<file path="src/rtl/seq_pkg.sv">
// Shared definitions for the serial sequence generator and its companion
// sequence detector.
//   - Default geometry: pattern width, inter-frame gap length, repeat
//     counter width.
//   - FSM state encoding (2 bits).
//   - DEMO_PATTERN: a common demo frame, so generator and detector benches
//     exercise the same bits.
package seq_pkg;

  localparam int WIDTH_DEF      = 6;
  localparam int GAP_CYCLES_DEF = 2;
  localparam int CNT_W_DEF      = 4;

  typedef logic [1:0] state_t;

  localparam state_t IDLE = 2'd0;
  localparam state_t SEND = 2'd1;
  localparam state_t GAP  = 2'd2;
  localparam state_t DONE = 2'd3;

  localparam logic [5:0] DEMO_PATTERN = 6'b101011;

endpackage

</file>
<file path="src/rtl/seq_piso.sv">
// Parallel-in / serial-out shift register. Bits leave from the MSB end.
//
// Ports:
//   clk        - system clock, rising edge
//   reset      - synchronous, active-high reset (clears everything)
//   clear_i    - synchronous clear of the shift register
//   load_i     - load data_i into the shift register
//   shift_i    - shift left by one, zero fill
//   emit_i     - serial output may carry the new MSB; otherwise it is forced to 0
//   data_i     - parallel load value
//   out_o      - registered serial bit (MSB of the updated register when emitting)
//   register_o - current shift-register contents
//
// Priority of the controls: clear, then load, then shift.
module seq_piso #(
  parameter int WIDTH = 6
) (
  input  logic             clk,
  input  logic             reset,
  input  logic             clear_i,
  input  logic             load_i,
  input  logic             shift_i,
  input  logic             emit_i,
  input  logic [WIDTH-1:0] data_i,
  output logic             out_o,
  output logic [WIDTH-1:0] register_o
);

  logic [WIDTH-1:0] shreg_q;
  logic [WIDTH-1:0] shreg_d;
  logic             out_q;

  always_comb begin
    shreg_d = shreg_q;
    if (clear_i) begin
      shreg_d = '0;
    end else if (load_i) begin
      shreg_d = data_i;
    end else if (shift_i) begin
      shreg_d = {shreg_q[WIDTH-2:0], 1'b0};
    end
  end

  // The serial bit is a separate flop so it can stay at 0 while the
  // register holds a freshly loaded frame that is not being transmitted.
  always_ff @(posedge clk) begin
    if (reset) begin
      shreg_q <= '0;
      out_q   <= 1'b0;
    end else begin
      shreg_q <= shreg_d;
      out_q   <= emit_i & shreg_d[WIDTH-1];
    end
  end

  assign out_o      = out_q;
  assign register_o = shreg_q;

endmodule

</file>
<file path="src/rtl/sequence_generator.sv">
// Serial pattern transmitter.
//   - A WIDTH-bit pattern is latched on start (accepted in IDLE only).
//   - Each frame is shifted out MSB-first, one bit per clock.
//   - The frame is repeated repeat_cnt times, with GAP_CYCLES idle zeros
//     between consecutive frames.
//
// Ports:
//   clk        - system clock, rising edge
//   reset      - synchronous, active-high reset, highest priority
//   start      - transmit request, sampled only in IDLE
//   pattern    - frame to send, latched when start is accepted
//   repeat_cnt - number of frames, latched with pattern (0 = done immediately)
//   out        - registered serial data
//   out_valid  - registered, high while out carries a pattern bit
//   busy       - high from the first bit through the last bit of the last frame
//   done       - one-cycle pulse after the last bit
//   register   - current shift-register contents
module sequence_generator
  import seq_pkg::*;
#(
  parameter int WIDTH      = WIDTH_DEF,
  parameter int GAP_CYCLES = GAP_CYCLES_DEF,
  parameter int CNT_W      = CNT_W_DEF
) (
  input  logic             clk,
  input  logic             reset,
  input  logic             start,
  input  logic [WIDTH-1:0] pattern,
  input  logic [CNT_W-1:0] repeat_cnt,
  output logic             out,
  output logic             out_valid,
  output logic             busy,
  output logic             done,
  output logic [WIDTH-1:0] register
);

  localparam int BIT_W = $clog2(WIDTH);
  localparam int GAP_W = (GAP_CYCLES > 1) ? $clog2(GAP_CYCLES) : 1;

  localparam logic [BIT_W-1:0] BIT_LAST = BIT_W'(WIDTH - 1);
  localparam logic [GAP_W-1:0] GAP_LAST =
      (GAP_CYCLES > 0) ? GAP_W'(GAP_CYCLES - 1) : '0;
  localparam logic [CNT_W-1:0] ONE_REP = CNT_W'(1);

  state_t           state_q, state_d;
  logic [BIT_W-1:0] bit_q, bit_d;     // bits left in the current frame, minus one
  logic [GAP_W-1:0] gap_q, gap_d;     // idle cycles left in the gap, minus one
  logic [CNT_W-1:0] reps_q, reps_d;   // frames left, including the current one
  logic [WIDTH-1:0] pat_q, pat_d;
  logic             valid_q, valid_d;
  logic             busy_q, busy_d;
  logic             done_q, done_d;

  logic             piso_load;
  logic             piso_shift;
  logic             piso_clear;
  logic             piso_emit;
  logic [WIDTH-1:0] piso_data;

  // State register.
  always_ff @(posedge clk) begin
    if (reset) begin
      state_q <= IDLE;
    end else begin
      state_q <= state_d;
    end
  end

  // Next-state logic.
  always_comb begin
    state_d = state_q;
    case (state_q)
      IDLE: begin
        if (start) begin
          state_d = (repeat_cnt == '0) ? DONE : SEND;
        end
      end
      SEND: begin
        if (bit_q == '0) begin
          if (reps_q > ONE_REP) begin
            state_d = (GAP_CYCLES > 0) ? GAP : SEND;
          end else begin
            state_d = DONE;
          end
        end
      end
      GAP: begin
        if (gap_q == '0) begin
          state_d = SEND;
        end
      end
      DONE:    state_d = IDLE;
      default: state_d = IDLE;
    endcase
  end

  // Output / datapath control.
  // Every output is registered, so this block computes the values that
  // become visible after the coming edge.
  always_comb begin
    piso_load  = 1'b0;
    piso_shift = 1'b0;
    piso_clear = 1'b0;
    piso_emit  = 1'b0;
    piso_data  = pat_q;
    valid_d    = 1'b0;
    busy_d     = 1'b0;
    done_d     = 1'b0;
    bit_d      = bit_q;
    gap_d      = gap_q;
    reps_d     = reps_q;
    pat_d      = pat_q;
    case (state_q)
      IDLE: begin
        if (start) begin
          pat_d     = pattern;
          reps_d    = repeat_cnt;
          piso_load = 1'b1;
          piso_data = pattern;
          bit_d     = BIT_LAST;
          if (repeat_cnt != '0) begin
            piso_emit = 1'b1;
            valid_d   = 1'b1;
            busy_d    = 1'b1;
          end else begin
            done_d = 1'b1;
          end
        end
      end
      SEND: begin
        if (bit_q != '0) begin
          piso_shift = 1'b1;
          piso_emit  = 1'b1;
          valid_d    = 1'b1;
          busy_d     = 1'b1;
          bit_d      = bit_q - BIT_W'(1);
        end else if (reps_q > ONE_REP) begin
          reps_d = reps_q - ONE_REP;
          busy_d = 1'b1;
          if (GAP_CYCLES > 0) begin
            // The extra shift empties the register, so out reads 0 in the gap.
            piso_shift = 1'b1;
            gap_d      = GAP_LAST;
          end else begin
            // Back-to-back frames: reload with no bubble.
            piso_load = 1'b1;
            piso_emit = 1'b1;
            valid_d   = 1'b1;
            bit_d     = BIT_LAST;
          end
        end else begin
          piso_shift = 1'b1;
          reps_d     = '0;
          done_d     = 1'b1;
        end
      end
      GAP: begin
        busy_d = 1'b1;
        if (gap_q == '0) begin
          piso_load = 1'b1;
          piso_emit = 1'b1;
          valid_d   = 1'b1;
          bit_d     = BIT_LAST;
        end else begin
          gap_d = gap_q - GAP_W'(1);
        end
      end
      DONE: begin
        piso_clear = 1'b1;
      end
      default: begin
        piso_clear = 1'b1;
      end
    endcase
  end

  always_ff @(posedge clk) begin
    if (reset) begin
      bit_q   <= '0;
      gap_q   <= '0;
      reps_q  <= '0;
      pat_q   <= '0;
      valid_q <= 1'b0;
      busy_q  <= 1'b0;
      done_q  <= 1'b0;
    end else begin
      bit_q   <= bit_d;
      gap_q   <= gap_d;
      reps_q  <= reps_d;
      pat_q   <= pat_d;
      valid_q <= valid_d;
      busy_q  <= busy_d;
      done_q  <= done_d;
    end
  end

  seq_piso #(
    .WIDTH(WIDTH)
  ) u_piso (
    .clk       (clk),
    .reset     (reset),
    .clear_i   (piso_clear),
    .load_i    (piso_load),
    .shift_i   (piso_shift),
    .emit_i    (piso_emit),
    .data_i    (piso_data),
    .out_o     (out),
    .register_o(register)
  );

  assign out_valid = valid_q;
  assign busy      = busy_q;
  assign done      = done_q;

endmodule

</file>
<file path="config.mk">
export PLATFORM = sky130hd
export DESIGN_NAME = sequence_generator
export DESIGN_NICKNAME = d
export VERILOG_FILES = /design/src/rtl/seq_pkg.sv /design/src/rtl/seq_piso.sv /design/src/rtl/sequence_generator.sv
export SDC_FILE = /design/constraint.sdc
export NUM_CORES = 1
export LEC_CHECK = 0
export ABC_AREA = 1
export CORE_MARGIN = 8
export CORE_UTILIZATION = 38
export DETAILED_ROUTE_END_ITERATION = 8
export PLACE_DENSITY = 0.61
export SLEW_MARGIN = 0
export SYNTH_ARGS = -nofsm -noshare
export SYNTH_HDL_FRONTEND = slang
export SYNTH_HIERARCHICAL = 1
export SYNTH_SLANG_ARGS = --single-unit
</file>
<file path="constraint.sdc">
create_clock -name clk -period 1.7 [get_ports clk]
set_input_delay 0.425 -clock clk [delete_from_list [all_inputs] [get_ports clk]]
set_output_delay 0.425 -clock clk [all_outputs]
set_load 0.005 [all_outputs]
</file>
==> run summary <==
The ratio of cells with drive above 1 in the final layout works out to 0.1538. The tools report the buffer cell driving the clock tree root as sky130_fd_sc_hd__clkbuf_8. In this run the mean area of a mapped cell was 6.758 µm².

The clock slew at the register clock pins of the worst setup and hold paths was 90 ps; the number of placement rows was 22. The tools report the startpoint of the most critical register-to-register path as state_q[0]. The number of clock buffers added by TritonCTS is 3. Counting cells, the worst reg-to-reg path comes to 10. The final-report hold violation count was 0. The combinational group share of total power was 0.382; the first-pass GRT wire length was 5.237 mm. Ranked by total cell area, the synthesized netlist is headed by sky130_fd_sc_hd__dfxtp_1 (36%), sky130_fd_sc_hd__nand2_1 (13%), sky130_fd_sc_hd__inv_1 (9.7%).

STA puts the critical path data arrival time at 1170 ps. The flow ran to the end, and the final reports show no timing, DRC or antenna violations. Setup repair after global routing left no endpoint under its margin.

In the synthesized netlist, the number of instances is 212. The class of the worst hold path is flop to flop. Counting instances, the worst hold path has a depth of 2.

The starting DRC count in detailed routing came out at 49. The area of the mapped netlist is 0.001433 mm², and the top achievable clock speed is 627.9 MHz. HPWL after detailed placement: 2.407 mm. For this run, design rule violations remaining after detail routing come to 0.

Power share of the clock group: 0.249. The internal power contribution is 1.386 mW, and the slew of the pin with the lowest slew margin is 286.0 ps. The total global routing track utilization is 0.1039.

The tools report the capturing element type of the critical path as a primary output. The run gives 0 as the number of instances resized during post-cts repair. The count of buffer and inverter cells on the critical path is 1.

For the number of global-route vias before repair, the log shows 1,229. The clock arrives with 0.8549 ps of skew. The layout overhead on the synthesized area came out at 29.00%. The cell family contributing the most delay on the critical path is buffers and inverters. The total of buffers placed on input and output ports is 22, and the final period demand of the worst path is 1593 ps.

Of all nets on the critical path, the largest fanout is 3. The effective utilization at floorplan was 0.3943; the vias per cell was 4.417. The fraction of synthesis flops using an asynchronous set or reset pin is 0.

The run gives 23 as the number of top-level design ports. The portion of synthesized cell area occupied by the leading cell type came out at 0.3633. The part of the Yosys area used for sequential elements is 0.3633, and the setup-violating endpoint count in the final report is 0. Leakage power total: 0.9634 nW.

Buffers inserted to repair hold after CTS numbered 0. The endpoint identified for the worst register-to-register timing path is u_piso/register_o[4]. Across all layers, the routed design uses 1,303 vias. The number of nets handed over by synthesis was 229. The normalized max-slew margin is 0.8091. Among all flip-flop cells after synthesis, the most frequent one is sky130_fd_sc_hd__dfxtp_1. Traced cell by cell, the critical path runs through clkdlybuf4s50_1. The peak supply drop was 0.3782 mV; the width of the die was 77.40 µm.

The part of the cycle the worst path needs was 0.9368. The residual antenna-violating net count after detailed routing was 0. During synthesis, Yosys emitted a total of 6 warnings. At the end of the flow, the number of nets in the layout was 265. The longest clock path from root to sink contains 2 buffers. The initial antenna violation count was 0. The power spent charging and discharging nets came out at 0.7037 mW. At the later pin of the worst-skew pair, clock insertion delay measures 270 ps.

The run gives 0.369 as the share of total power in sequential cells. The core region is 0.003633 mm². The antenna cell count is 0, and the register bit count reported by yosys is 26. Counting every sink on the clock net gives 26. The pre-antenna-repair detailed-routing pass consisted of 4 iterations. Summed over all failing endpoints, the final setup total negative slack is 0 ps. For this run, the slowest stage of the critical path takes 520 ps.

In this run the post-CTS setup repair buffer count came out at 0. Share of total power consumed by net switching: 0.3368. After layout, the worst setup slack is 107.4 ps. For this design, the slowest cell found on the critical path is sky130_fd_sc_hd__clkdlybuf4s50_1. Summed over all layers, the routed wires come to 3.119 mm. H-tree level count: 1. The run gives 0 as the remaining global-route overflow. The die covers 0.005991 mm².

Endpoint of the worst hold path: gap_q. For the register-to-register setup slack, the log shows 200 ps. Power density normalized to cell area: 1131 mW/mm².

For the max-slew violation total from the final report, the log shows 0. The pin count of the biggest net entering global routing came out at 16. In the final routed layout, each cell accounts on average for 10.57 µm. The start-to-end type of the worst setup path is flop to primary output. Timing analysis after detailed placement gives a worst setup slack of -113.2 ps. Yosys mapped a number of flops with a built-in enable equal to 0. The congestion estimate from routability-driven global placement came to 0.8254. Most area-hungry cell type in the Yosys netlist: sky130_fd_sc_hd__dfxtp_1. The die extent in y was 77.40 µm; the number of max-capacitance violations reported was 0. The worst setup path is launched from a flop.

The commonest cells after synthesis are sky130_fd_sc_hd__nand2_1 (51), sky130_fd_sc_hd__inv_1 (37), sky130_fd_sc_hd__nor2_1 (30). The netlist uses 27 different library cells. sky130_fd_sc_hd__nand2_1 is the most common cell in the netlist. In this run the most critical hold path is launched from gap_q. TritonCTS built the clock tree. At the worst endpoint, the required time is 1270 ps.
-- stage by stage --
step / std cells / util / hold slack [ps] / cell area (µm²) / power, mW
finish: 295 / 0.5086 / 490.4 / 1848 / 2.090
floorplan: 212 / - / 452.9 / 1433 / 1.318
CTS: 295 / 0.5086 / 486.5 / 1848 / 2.115
global placement: 291 / 0.4890 / 472.2 / 1777 / 1.585
global route: 295 / 0.5086 / 527.9 / 1848 / 2.252
detailed placement: 291 / 0.4890 / 471.8 / 1777 / 1.588
-- cells by family after synthesis --
logic type | count (synthesis) | share of synthesized area
adder cells (fa/ha/maj) | 4 | 0.03494
buffers and inverters | 43 | 0.1231
XOR/XNOR | 1 | 0.006115
flip-flops | 26 | 0.3633
AO/OA/AOI/OAI | 19 | 0.07773
AND/OR/NAND/NOR | 119 | 0.3948
-- per-layer routing --
metal | vias to the layer above | GRT usage | share of wire
met5 | - | 0 | 0
met3 | 2 | 0.02074 | 0.029
met1 | 573 | 0.1317 | 0.53
met2 | 17 | 0.1626 | 0.43
met4 | 0 | 0.05472 | 0.012
li1 | 711 | - | -
-- worst reg2reg max path, stage by stage, from the launching register on --
cell	delay, ps
sky130_fd_sc_hd__dfxtp_1	460
sky130_fd_sc_hd__inv_2	120
sky130_fd_sc_hd__nand2_1	120
sky130_fd_sc_hd__nor2_1	50
sky130_fd_sc_hd__inv_1	90
sky130_fd_sc_hd__nand2_1	140
sky130_fd_sc_hd__nor2_2	230
sky130_fd_sc_hd__nand2_1	80
sky130_fd_sc_hd__nand3_1	70
sky130_fd_sc_hd__nand2_1	50
sky130_fd_sc_hd__inv_1	40
-- state kept, by name (all words and copies together), names as in the netlist --
name	count
bit_q	3
gap_q	1
reps_q	4
busy	1
u_piso/register_o	6
pat_q	6
state_q	2
out_valid	1
done	1
u_piso/out_o	1
-- worst max path at each step --
| stage | from | endpoint | slack (ps) | depth (start not counted) |
|---|---|---|---|---|
| 5_1_grt | state_q[0] | u_piso/register_o[1] | 30 | 10 |
| 3_5_place_dp | start | u_piso/out_o | -110 | 9 |
| 2_1_floorplan | state_q[1] | u_piso/out_o | 320 | 10 |
| 4_1_cts | u_piso/register_o[0] | register[0] | 70 | 1 |
| 6_report | u_piso/register_o[0] | register[0] | 110 | 1 |
| 3_3_place_gp | start | u_piso/out_o | -90 | 9 |
-- cell type report --
| type | instances | area [µm²] |
|---|---|---|
| timing repair buffer | 34 | 310.3 |
| clock inverter | 1 | 30.03 |
| fill | 373 | 1785 |
| tap | 48 | 60.06 |
| sequential | 26 | 520.5 |
| inverter | 40 | 150.1 |
| clock buffer | 3 | 41.29 |
| multi-input combinational | 143 | 735.7 |
-- cell usage in the layout (no fill, tap or decap), types with 2 or more instances in the layout --
master,instances
sky130_fd_sc_hd__nand3_1,15
sky130_fd_sc_hd__clkbuf_8,3
sky130_fd_sc_hd__o21ai_2,2
sky130_fd_sc_hd__ha_1,4
sky130_fd_sc_hd__inv_2,3
sky130_fd_sc_hd__or2_1,4
sky130_fd_sc_hd__clkdlybuf4s50_1,22
sky130_fd_sc_hd__nor2_2,3
sky130_fd_sc_hd__nand2_1,51
sky130_fd_sc_hd__a31oi_1,2
sky130_fd_sc_hd__nand2_4,2
sky130_fd_sc_hd__dfxtp_1,26
sky130_fd_sc_hd__inv_1,37
sky130_fd_sc_hd__a21oi_1,4
sky130_fd_sc_hd__buf_4,12
sky130_fd_sc_hd__o21ai_0,7
sky130_fd_sc_hd__nand2_2,4
sky130_fd_sc_hd__o21ai_1,2
sky130_fd_sc_hd__nand4_1,2
sky130_fd_sc_hd__nor2_1,30
sky130_fd_sc_hd__or2_2,4
-- power by group through the flow --
stage          logic [mW]  registers, mW  clock network [mW]
6_report            0.798          0.771               0.520
3_3_place_gp        0.798          0.787                   0
5_1_grt             0.910          0.787               0.555
3_5_place_dp        0.802          0.787                   0
2_1_floorplan       0.540          0.778                   0
4_1_cts             0.805          0.773               0.537
No activity file was read; power rests on OpenSTA's default activity.
